<file path="config.mk">
export PLATFORM = sky130hd
export DESIGN_NAME = io_port_controller_flat
export DESIGN_NICKNAME = d
export VERILOG_FILES = /design/src/rtl/io_port_controller_pkg.sv /design/src/rtl/io_port_controller_if.sv /design/src/rtl/io_port_controller_fifo.sv /design/src/rtl/io_port_controller.sv /design/src/flat_wrapper.sv
export SDC_FILE = /design/constraint.sdc
export NUM_CORES = 1
export LEC_CHECK = 0
export CAP_MARGIN = 10
export CORE_MARGIN = 5
export CORE_UTILIZATION = 50
export CTS_CLUSTER_SIZE = 14
export DETAILED_ROUTE_END_ITERATION = 8
export GPL_ROUTABILITY_DRIVEN = 0
export PLACE_DENSITY = 0.76
export SYNTH_ARGS = -nofsm -noshare
export SYNTH_HDL_FRONTEND = slang
export SYNTH_SLANG_ARGS = --single-unit
</file>
<file path="constraint.sdc">
create_clock -name clk -period 2.8 [get_ports clk]
set_input_delay 0.56 -clock clk [delete_from_list [all_inputs] [get_ports clk]]
set_output_delay 0.56 -clock clk [all_outputs]
set_load 0.005 [all_outputs]
</file>
<file path="src/rtl/io_port_controller_pkg.sv">
`default_nettype none
// ============================================================================
// Module   : io_port_controller_pkg
// Purpose  : Shared types and constants for the CPU I/O port controller.
// Revision : 1.0 - initial release
// ============================================================================
package io_port_controller_pkg;

    localparam int DEF_WIDTH = 32;

    localparam logic IO_DIR_IN  = 1'b0;
    localparam logic IO_DIR_OUT = 1'b1;

    typedef enum logic [1:0] {
        ST_IDLE     = 2'd0,
        ST_IN_WAIT  = 2'd1,
        ST_OUT_WAIT = 2'd2,
        ST_DONE     = 2'd3
    } state_e;

endpackage : io_port_controller_pkg
`default_nettype wire

</file>
<file path="src/rtl/io_port_controller_if.sv">
`default_nettype none
// ============================================================================
// Module   : io_port_controller_if
// Purpose  : CPU request/response and device valid/ready signals of the port.
// Revision : 1.0 - initial release
// ============================================================================
interface io_port_controller_if
    import io_port_controller_pkg::*;
#(
    parameter int WIDTH = DEF_WIDTH,
    parameter int DEPTH = 4
) ();
    localparam int CW = $clog2(DEPTH) + 1;

    logic             io_req;
    logic             io_wr;
    logic [WIDTH-1:0] io_wdata;
    logic [WIDTH-1:0] io_rdata;
    logic             io_done;
    logic             io_err;
    logic             busy;
    logic             in_valid;
    logic [WIDTH-1:0] in_data;
    logic             in_ready;
    logic             out_valid;
    logic [WIDTH-1:0] out_data;
    logic             out_ready;
    logic [CW-1:0]    fifo_count;

    modport master (
        output io_req, io_wr, io_wdata, in_valid, in_data, out_ready,
        input  io_rdata, io_done, io_err, busy, in_ready, out_valid, out_data, fifo_count
    );

    modport slave (
        input  io_req, io_wr, io_wdata, in_valid, in_data, out_ready,
        output io_rdata, io_done, io_err, busy, in_ready, out_valid, out_data, fifo_count
    );

endinterface : io_port_controller_if
`default_nettype wire

</file>
<file path="src/rtl/io_port_controller_fifo.sv">
`default_nettype none
// ============================================================================
// Module   : io_fifo
// Purpose  : Synchronous FIFO; status derives only from the registered count.
// Revision : 1.0 - initial release
// ============================================================================
module io_fifo #(
    parameter int WIDTH = 32,
    parameter int DEPTH = 4
) (
    input  wire logic                       clk,
    input  wire logic                       clr,
    input  wire logic                       push,
    input  wire logic                       pop,
    input  wire logic [WIDTH-1:0]           din,
    output logic      [WIDTH-1:0]           dout,
    output logic                            full,
    output logic                            empty,
    output logic      [$clog2(DEPTH):0]     count
);
    localparam int AW = $clog2(DEPTH);

    logic [WIDTH-1:0] mem_q [DEPTH];
    logic [AW-1:0]    wptr_q;
    logic [AW-1:0]    rptr_q;
    logic [AW:0]      count_q;
    logic             do_push;
    logic             do_pop;

    // Gating by registered status means a full FIFO refuses a push even while popping.
    assign full    = (count_q == (AW+1)'(DEPTH));
    assign empty   = (count_q == '0);
    assign do_push = push & ~full;
    assign do_pop  = pop & ~empty;
    assign dout    = mem_q[rptr_q];
    assign count   = count_q;

    always_ff @(posedge clk or negedge clr) begin
        if (!clr) begin
            wptr_q  <= '0;
            rptr_q  <= '0;
            count_q <= '0;
        end else begin
            if (do_push) wptr_q <= wptr_q + AW'(1);
            if (do_pop)  rptr_q <= rptr_q + AW'(1);
            case ({do_push, do_pop})
                2'b10:   count_q <= count_q + (AW+1)'(1);
                2'b01:   count_q <= count_q - (AW+1)'(1);
                default: count_q <= count_q;
            endcase
        end
    end

    always_ff @(posedge clk) begin
        if (do_push) mem_q[wptr_q] <= din;
    end

endmodule : io_fifo
`default_nettype wire

</file>
<file path="src/rtl/io_port_controller.sv">
`default_nettype none
// ============================================================================
// Module   : io_port_controller
// Purpose  : Sequences CPU IN/OUT requests onto device handshakes with timeout.
// Revision : 1.0 - initial release
// ============================================================================
module io_port_controller
    import io_port_controller_pkg::*;
#(
    parameter int WIDTH   = DEF_WIDTH,
    parameter int DEPTH   = 4,
    parameter int TIMEOUT = 256,
    parameter int CNT_W   = 16
) (
    input wire logic             clk,
    input wire logic             clr,
    io_port_controller_if.slave  bus
);
    localparam bit               TO_EN   = (TIMEOUT > 0);
    localparam logic [CNT_W-1:0] TO_LAST = TO_EN ? CNT_W'(TIMEOUT - 1) : '0;

    state_e           state_q, state_d;
    logic [CNT_W-1:0] cnt_q, cnt_d;
    logic             out_valid_q, out_valid_d;
    logic [WIDTH-1:0] out_data_q, out_data_d;
    logic [WIDTH-1:0] rdata_q, rdata_d;
    logic             err_q, err_d;

    logic [WIDTH-1:0] fifo_dout;
    logic             fifo_full;
    logic             fifo_empty;
    logic             fifo_pop;
    logic             in_hit;
    logic             out_hit;
    logic             timeout_hit;

    assign in_hit      = ~fifo_empty;
    assign out_hit     = out_valid_q & bus.out_ready;
    assign timeout_hit = TO_EN && (cnt_q == TO_LAST);
    assign fifo_pop    = (state_q == ST_IN_WAIT) & ~fifo_empty;

    io_fifo #(.WIDTH(WIDTH), .DEPTH(DEPTH)) u_fifo (
        .clk   (clk),
        .clr   (clr),
        .push  (bus.in_valid),
        .pop   (fifo_pop),
        .din   (bus.in_data),
        .dout  (fifo_dout),
        .full  (fifo_full),
        .empty (fifo_empty),
        .count (bus.fifo_count)
    );

    always_ff @(posedge clk or negedge clr) begin
        if (!clr) state_q <= ST_IDLE;
        else      state_q <= state_d;
    end

    // Completion is tested before timeout so a last-cycle handshake is not an error.
    always_comb begin
        state_d = state_q;
        case (state_q)
            ST_IDLE:     if (bus.io_req) state_d = (bus.io_wr == IO_DIR_IN) ? ST_IN_WAIT : ST_OUT_WAIT;
            ST_IN_WAIT:  if (in_hit || timeout_hit) state_d = ST_DONE;
            ST_OUT_WAIT: if (out_hit || timeout_hit) state_d = ST_DONE;
            ST_DONE:     state_d = ST_IDLE;
            default:     state_d = ST_IDLE;
        endcase
    end

    always_comb begin
        bus.io_done = (state_q == ST_DONE);
        bus.busy    = (state_q != ST_IDLE);
    end

    always_comb begin
        cnt_d       = cnt_q;
        out_valid_d = out_valid_q;
        out_data_d  = out_data_q;
        rdata_d     = rdata_q;
        err_d       = err_q;
        case (state_q)
            ST_IDLE: begin
                cnt_d = '0;
                if (bus.io_req && bus.io_wr == IO_DIR_OUT) begin
                    out_data_d  = bus.io_wdata;
                    out_valid_d = 1'b1;
                end
            end
            ST_IN_WAIT: begin
                cnt_d = cnt_q + CNT_W'(1);
                if (in_hit) begin
                    rdata_d = fifo_dout;
                    err_d   = 1'b0;
                end else if (timeout_hit) begin
                    rdata_d = '0;
                    err_d   = 1'b1;
                end
            end
            ST_OUT_WAIT: begin
                cnt_d = cnt_q + CNT_W'(1);
                if (out_hit) begin
                    out_valid_d = 1'b0;
                    err_d       = 1'b0;
                end else if (timeout_hit) begin
                    out_valid_d = 1'b0;
                    err_d       = 1'b1;
                end
            end
            default: ;
        endcase
    end

    always_ff @(posedge clk or negedge clr) begin
        if (!clr) begin
            cnt_q       <= '0;
            out_valid_q <= 1'b0;
            out_data_q  <= '0;
            rdata_q     <= '0;
            err_q       <= 1'b0;
        end else begin
            cnt_q       <= cnt_d;
            out_valid_q <= out_valid_d;
            out_data_q  <= out_data_d;
            rdata_q     <= rdata_d;
            err_q       <= err_d;
        end
    end

    assign bus.in_ready  = ~fifo_full;
    assign bus.out_valid = out_valid_q;
    assign bus.out_data  = out_data_q;
    assign bus.io_rdata  = rdata_q;
    assign bus.io_err    = err_q;

endmodule : io_port_controller
`default_nettype wire

</file>
<file path="src/flat_wrapper.sv">
// flat-port wrapper written by rule: the top's interface ports become plain ports
module io_port_controller_flat import io_port_controller_pkg::*;
#(
    parameter int WIDTH   = DEF_WIDTH,
    parameter int DEPTH   = 4,
    parameter int TIMEOUT = 256,
    parameter int CNT_W   = 16
)
  (clk, clr, bus_io_req, bus_io_wr, bus_io_wdata, bus_in_valid, bus_in_data, bus_out_ready, bus_io_rdata, bus_io_done, bus_io_err, bus_busy, bus_in_ready, bus_out_valid, bus_out_data, bus_fifo_count);
  io_port_controller_if #(.WIDTH(WIDTH), .DEPTH(DEPTH)) bus_i ();
  input wire logic clk;
  input wire logic clr;
  input wire logic [$bits(bus_i.io_req)-1:0] bus_io_req;
  input wire logic [$bits(bus_i.io_wr)-1:0] bus_io_wr;
  input wire logic [$bits(bus_i.io_wdata)-1:0] bus_io_wdata;
  input wire logic [$bits(bus_i.in_valid)-1:0] bus_in_valid;
  input wire logic [$bits(bus_i.in_data)-1:0] bus_in_data;
  input wire logic [$bits(bus_i.out_ready)-1:0] bus_out_ready;
  output wire logic [$bits(bus_i.io_rdata)-1:0] bus_io_rdata;
  output wire logic [$bits(bus_i.io_done)-1:0] bus_io_done;
  output wire logic [$bits(bus_i.io_err)-1:0] bus_io_err;
  output wire logic [$bits(bus_i.busy)-1:0] bus_busy;
  output wire logic [$bits(bus_i.in_ready)-1:0] bus_in_ready;
  output wire logic [$bits(bus_i.out_valid)-1:0] bus_out_valid;
  output wire logic [$bits(bus_i.out_data)-1:0] bus_out_data;
  output wire logic [$bits(bus_i.fifo_count)-1:0] bus_fifo_count;
  assign bus_i.io_req = bus_io_req;
  assign bus_i.io_wr = bus_io_wr;
  assign bus_i.io_wdata = bus_io_wdata;
  assign bus_i.in_valid = bus_in_valid;
  assign bus_i.in_data = bus_in_data;
  assign bus_i.out_ready = bus_out_ready;
  assign bus_io_rdata = bus_i.io_rdata;
  assign bus_io_done = bus_i.io_done;
  assign bus_io_err = bus_i.io_err;
  assign bus_busy = bus_i.busy;
  assign bus_in_ready = bus_i.in_ready;
  assign bus_out_valid = bus_i.out_valid;
  assign bus_out_data = bus_i.out_data;
  assign bus_fifo_count = bus_i.fifo_count;
  io_port_controller #(.WIDTH(WIDTH), .DEPTH(DEPTH), .TIMEOUT(TIMEOUT), .CNT_W(CNT_W)) u_core (.clk(clk), .clr(clr), .bus(bus_i));
endmodule
</file>
==> results_dict.tcl <==
set metrics [dict create \
    synth-main-ff-cell "edfxtp_1" \
    cp_slowest_cell "clkdlybuf4s50_1" \
    gr-total-overflow 0 \
    r2r_start "u_core.u_fifo.count[0]$_DFFE_PN0P_" \
    drt_pass1_iterations 7 \
    cts_resized 0 \
    crit_chain "inv_1 -> ha_1 -> inv_1 -> clkdlybuf4s50_1" \
    ant_nets 0 \
    clockBufferDepth 3 \
    max_slew_margin_pct 41.4 \
    syn-cell-area_um2 8530 \
    synth-edff-count 128 \
    arrival_ns 2.01 \
    wl_per_cell_um 20.7 \
    hold_viol 0 \
    setup_viol 0 \
    antenna_found_initial 0 \
    die_x_um 141 \
    ioPinCount 142 \
    drv_cap 0 \
    synth_top_family_by_area "multiplexers" \
    cpLargestDelayFamily "buffers and inverters" \
    grt_pass1_wl_mm 28.5 \
    layout_common_cells "140 x clkdlybuf4s50_1, 128 x edfxtp_1, 89 x dfrtp_1" \
    placed_area_um2 10200 \
    final_common_cell "clkdlybuf4s50_1" \
    worst_pin_slew_ns 0.879 \
    groute.usage.overall_pct 18.0 \
    num_antenna_cells 0 \
    p_int_w 0.00869 \
    clkTransAtPathRegs_ns 0.06 \
    syn_area_per_cell_um2 18.0 \
    stdcell_area_um2 11100 \
    htree_num_levels 1 \
    viasPerCell 5.61 \
    crit_fanout 6 \
    die_h_um 141 \
    r2r_cells 10 \
    cts_tree "built" \
    max_stage_delay_ns 0.52 \
    cpMostUsedCell "inv_1" \
    syn_inst 474 \
    slew_viol_final 0 \
    synth_nets 556 \
    status "finished clean" \
    drive_gt1_share_pct 19.2 \
    critPathLaunchType "register" \
    combPwrFrac_pct 32.1 \
    rsz0062_at_grt "false" \
    async_flop_share_pct 41.6 \
    synth-adder-area-share_pct 1.85 \
    final_nets 709 \
    tns_ns 0 \
    cts.sinks 219 \
    fin_crit_ns 2.57 \
    post-route-period-util_pct 91.9 \
    syn_to_final_growth_pct 29.8 \
    rows 47 \
    fillers 1121 \
    hold_buffers 0 \
    peakVddDrop_mv 0.686 \
    hpwl_mm 11.4 \
    p_leak_nw 4.13 \
    synth_xor_area_share_pct 1.03 \
    port_buffers 141 \
    power.switching_w 0.00347 \
    seqPwrFrac_pct 41.6 \
    cellPowerDensity_nw_per_um2 1100 \
    start_util_pct 51.3 \
    drcViolationCount 0 \
    switching_share_pct 28.5 \
    required_ns 2.24 \
    drt_iter0_markers 273 \
    synth_simple_gate_area_share_pct 4.33 \
    post-cts-setup-buffers 0 \
    die_area_um2 19800 \
    synth_mux_area_share_pct 12.8 \
    coreArea_um2 16600 \
    cts_root_buf "clkbuf_16" \
    clock_skew_ns 0.0163 \
    cp.buffers_inverters 3 \
    clk_latency_ns 0.51 \
    grt_max_degree 54 \
    cp-end-kind "primary output" \
    vias 4854 \
    r2r_slack_ns 0.59 \
    synth-seq-cells 219 \
    path_class "reg -> out" \
    hold_path_class "in -> async" \
    grt_pass1_vias 5240 \
    cts_inserted_buffers 24 \
    drt_wl_total_mm 17.9 \
    seq_area_frac_synth_pct 71.7 \
    reg2reg_to "u_core.u_fifo.count[2]$_DFFE_PN0P_" \
    fmax_mhz 389 \
    clockPowerShare_pct 26.3 \
    synth.distinct_cells 44 \
    synth_compound_area_share_pct 6.23 \
    yosysWarningCount 0 \
]
-- flip-flops by register name (all words and copies together), names as in the netlist, 2 cells and up --
| register | count |
|---|---|
| u_core.bus.io_rdata | 32 |
| u_core.u_fifo.rptr_q | 2 |
| u_core.u_fifo.wptr_q | 2 |
| u_core.u_fifo.mem_q | 128 |
| u_core.cnt_q | 16 |
| u_core.state_q | 2 |
| u_core.bus.out_data | 32 |
| u_core.u_fifo.count | 3 |
-- cell usage after synthesis (2+ instances only) --
library cell,n,area share [%]
edfxtp_1,128,45
dfrtp_1,91,27
mux2_2,33,4.4
a22o_1,32,3.3
mux4_2,32,8.4
o21ai_0,14,0.82
nand2_1,12,0.53
ha_1,11,1.6
inv_1,11,0.48
clkbuf_1,10,0.44
a21oi_1,8,0.47
nand3_1,8,0.47
nor2_1,7,0.31
or3_1,7,0.51
buf_2,6,0.35
nand4_1,6,0.44
buf_6,5,0.66
xnor2_1,5,0.51
xor2_1,5,0.51
and3_1,4,0.29
a31oi_1,3,0.22
and2_1,3,0.22
nand2b_1,3,0.22
nor3_1,3,0.18
a211oi_1,2,0.18
a21o_1,2,0.18
and4_1,2,0.21
buf_1,2,0.088
nor2b_1,2,0.15
o211ai_1,2,0.18
o31ai_1,2,0.18
-- kinds of logic (layout without fill, tap and decap cells) --
family          count (synthesis)  count (layout)
compound gates                 70              70
xor+xnor                       10              10
fa+ha+maj                      12              12
buf+inv                        34             205
flops                         219             219
mux                            65              65
simple gates                   64              64
-- metal layers --
| layer | vias up | GRT usage, % | routed length [µm] |
|---|---|---|---|
| met5 | - | 0 | 0 |
| met2 | 191 | 30.9 | 8850 |
| met4 | 0 | 3.72 | 268 |
| met1 | 2464 | 24.0 | 7590 |
| met3 | 30 | 4.00 | 1230 |
| li1 | 2169 | - | - |
-- area by class of cell --
| type | count | area (µm²) | share of cell area [%] |
|---|---|---|---|
| multi-input combinational | 221 | 2250 | 20.3 |
| sequential | 219 | 6120 | 55.3 |
| clock inverter | 8 | 101 | 0.915 |
| inverter | 11 | 41.3 | 0.373 |
| clock buffer | 36 | 728 | 6.58 |
| tap | 220 | 275 | 2.49 |
| timing repair buffer | 150 | 1550 | 14.0 |
-- worst register-to-register path: stages, from the launching register on --
cell,delay (ns)
dfrtp_1,0.46
inv_1,0.14
nand3_1,0.20
and2_1,0.26
inv_1,0.07
ha_1,0.17
inv_1,0.06
fa_1,0.37
xor2_1,0.15
nor2_1,0.11
xor2_1,0.14
-- worst max path at each step --
stage | cells after the start | endpoint | from
2_1_floorplan | 11 | u_core.u_fifo.count[2]$_DFFE_PN0P_ | u_core.state_q[1]$_DFFE_PN0P_
5_1_grt | 4 | bus_busy | u_core.state_q[0]$_DFFE_PN0P_
3_5_place_dp | 9 | u_core.u_fifo.count[2]$_DFFE_PN0P_ | bus_in_valid
4_1_cts | 4 | bus_busy | u_core.state_q[0]$_DFFE_PN0P_
6_report | 4 | bus_busy | u_core.state_q[0]$_DFFE_PN0P_
3_3_place_gp | 9 | u_core.u_fifo.count[2]$_DFFE_PN0P_ | bus_in_valid
-- per-stage QoR --
| step | utilization, % | worst slack, ns | instances | hold WS (ns) | total power [W] |
|---|---|---|---|---|---|
| floorplan | - | 0.457 | 474 | 0.264 | 0.00714 |
| global placement | 61.5 | 0.466 | 821 | 0.486 | 0.00891 |
| detailed placement | 61.5 | 0.405 | 821 | 0.490 | 0.00906 |
| CTS | 66.5 | 0.230 | 865 | 0.0561 | 0.0123 |
| global route | 66.5 | 0.106 | 865 | 0.0852 | 0.0128 |
| finish | 66.5 | 0.227 | 865 | 0.0577 | 0.0122 |
-- power by group through the flow --
stage,Combinational [W],Clock (W),Sequential [W]
CTS,0.00397,0.00327,0.00508
global placement,0.00384,0,0.00506
floorplan,0.00227,0,0.00487
detailed placement,0.00394,0,0.00512
global route,0.00422,0.00341,0.00518
finish,0.00390,0.00320,0.00506
No activity file was read; power rests on OpenSTA's default activity.
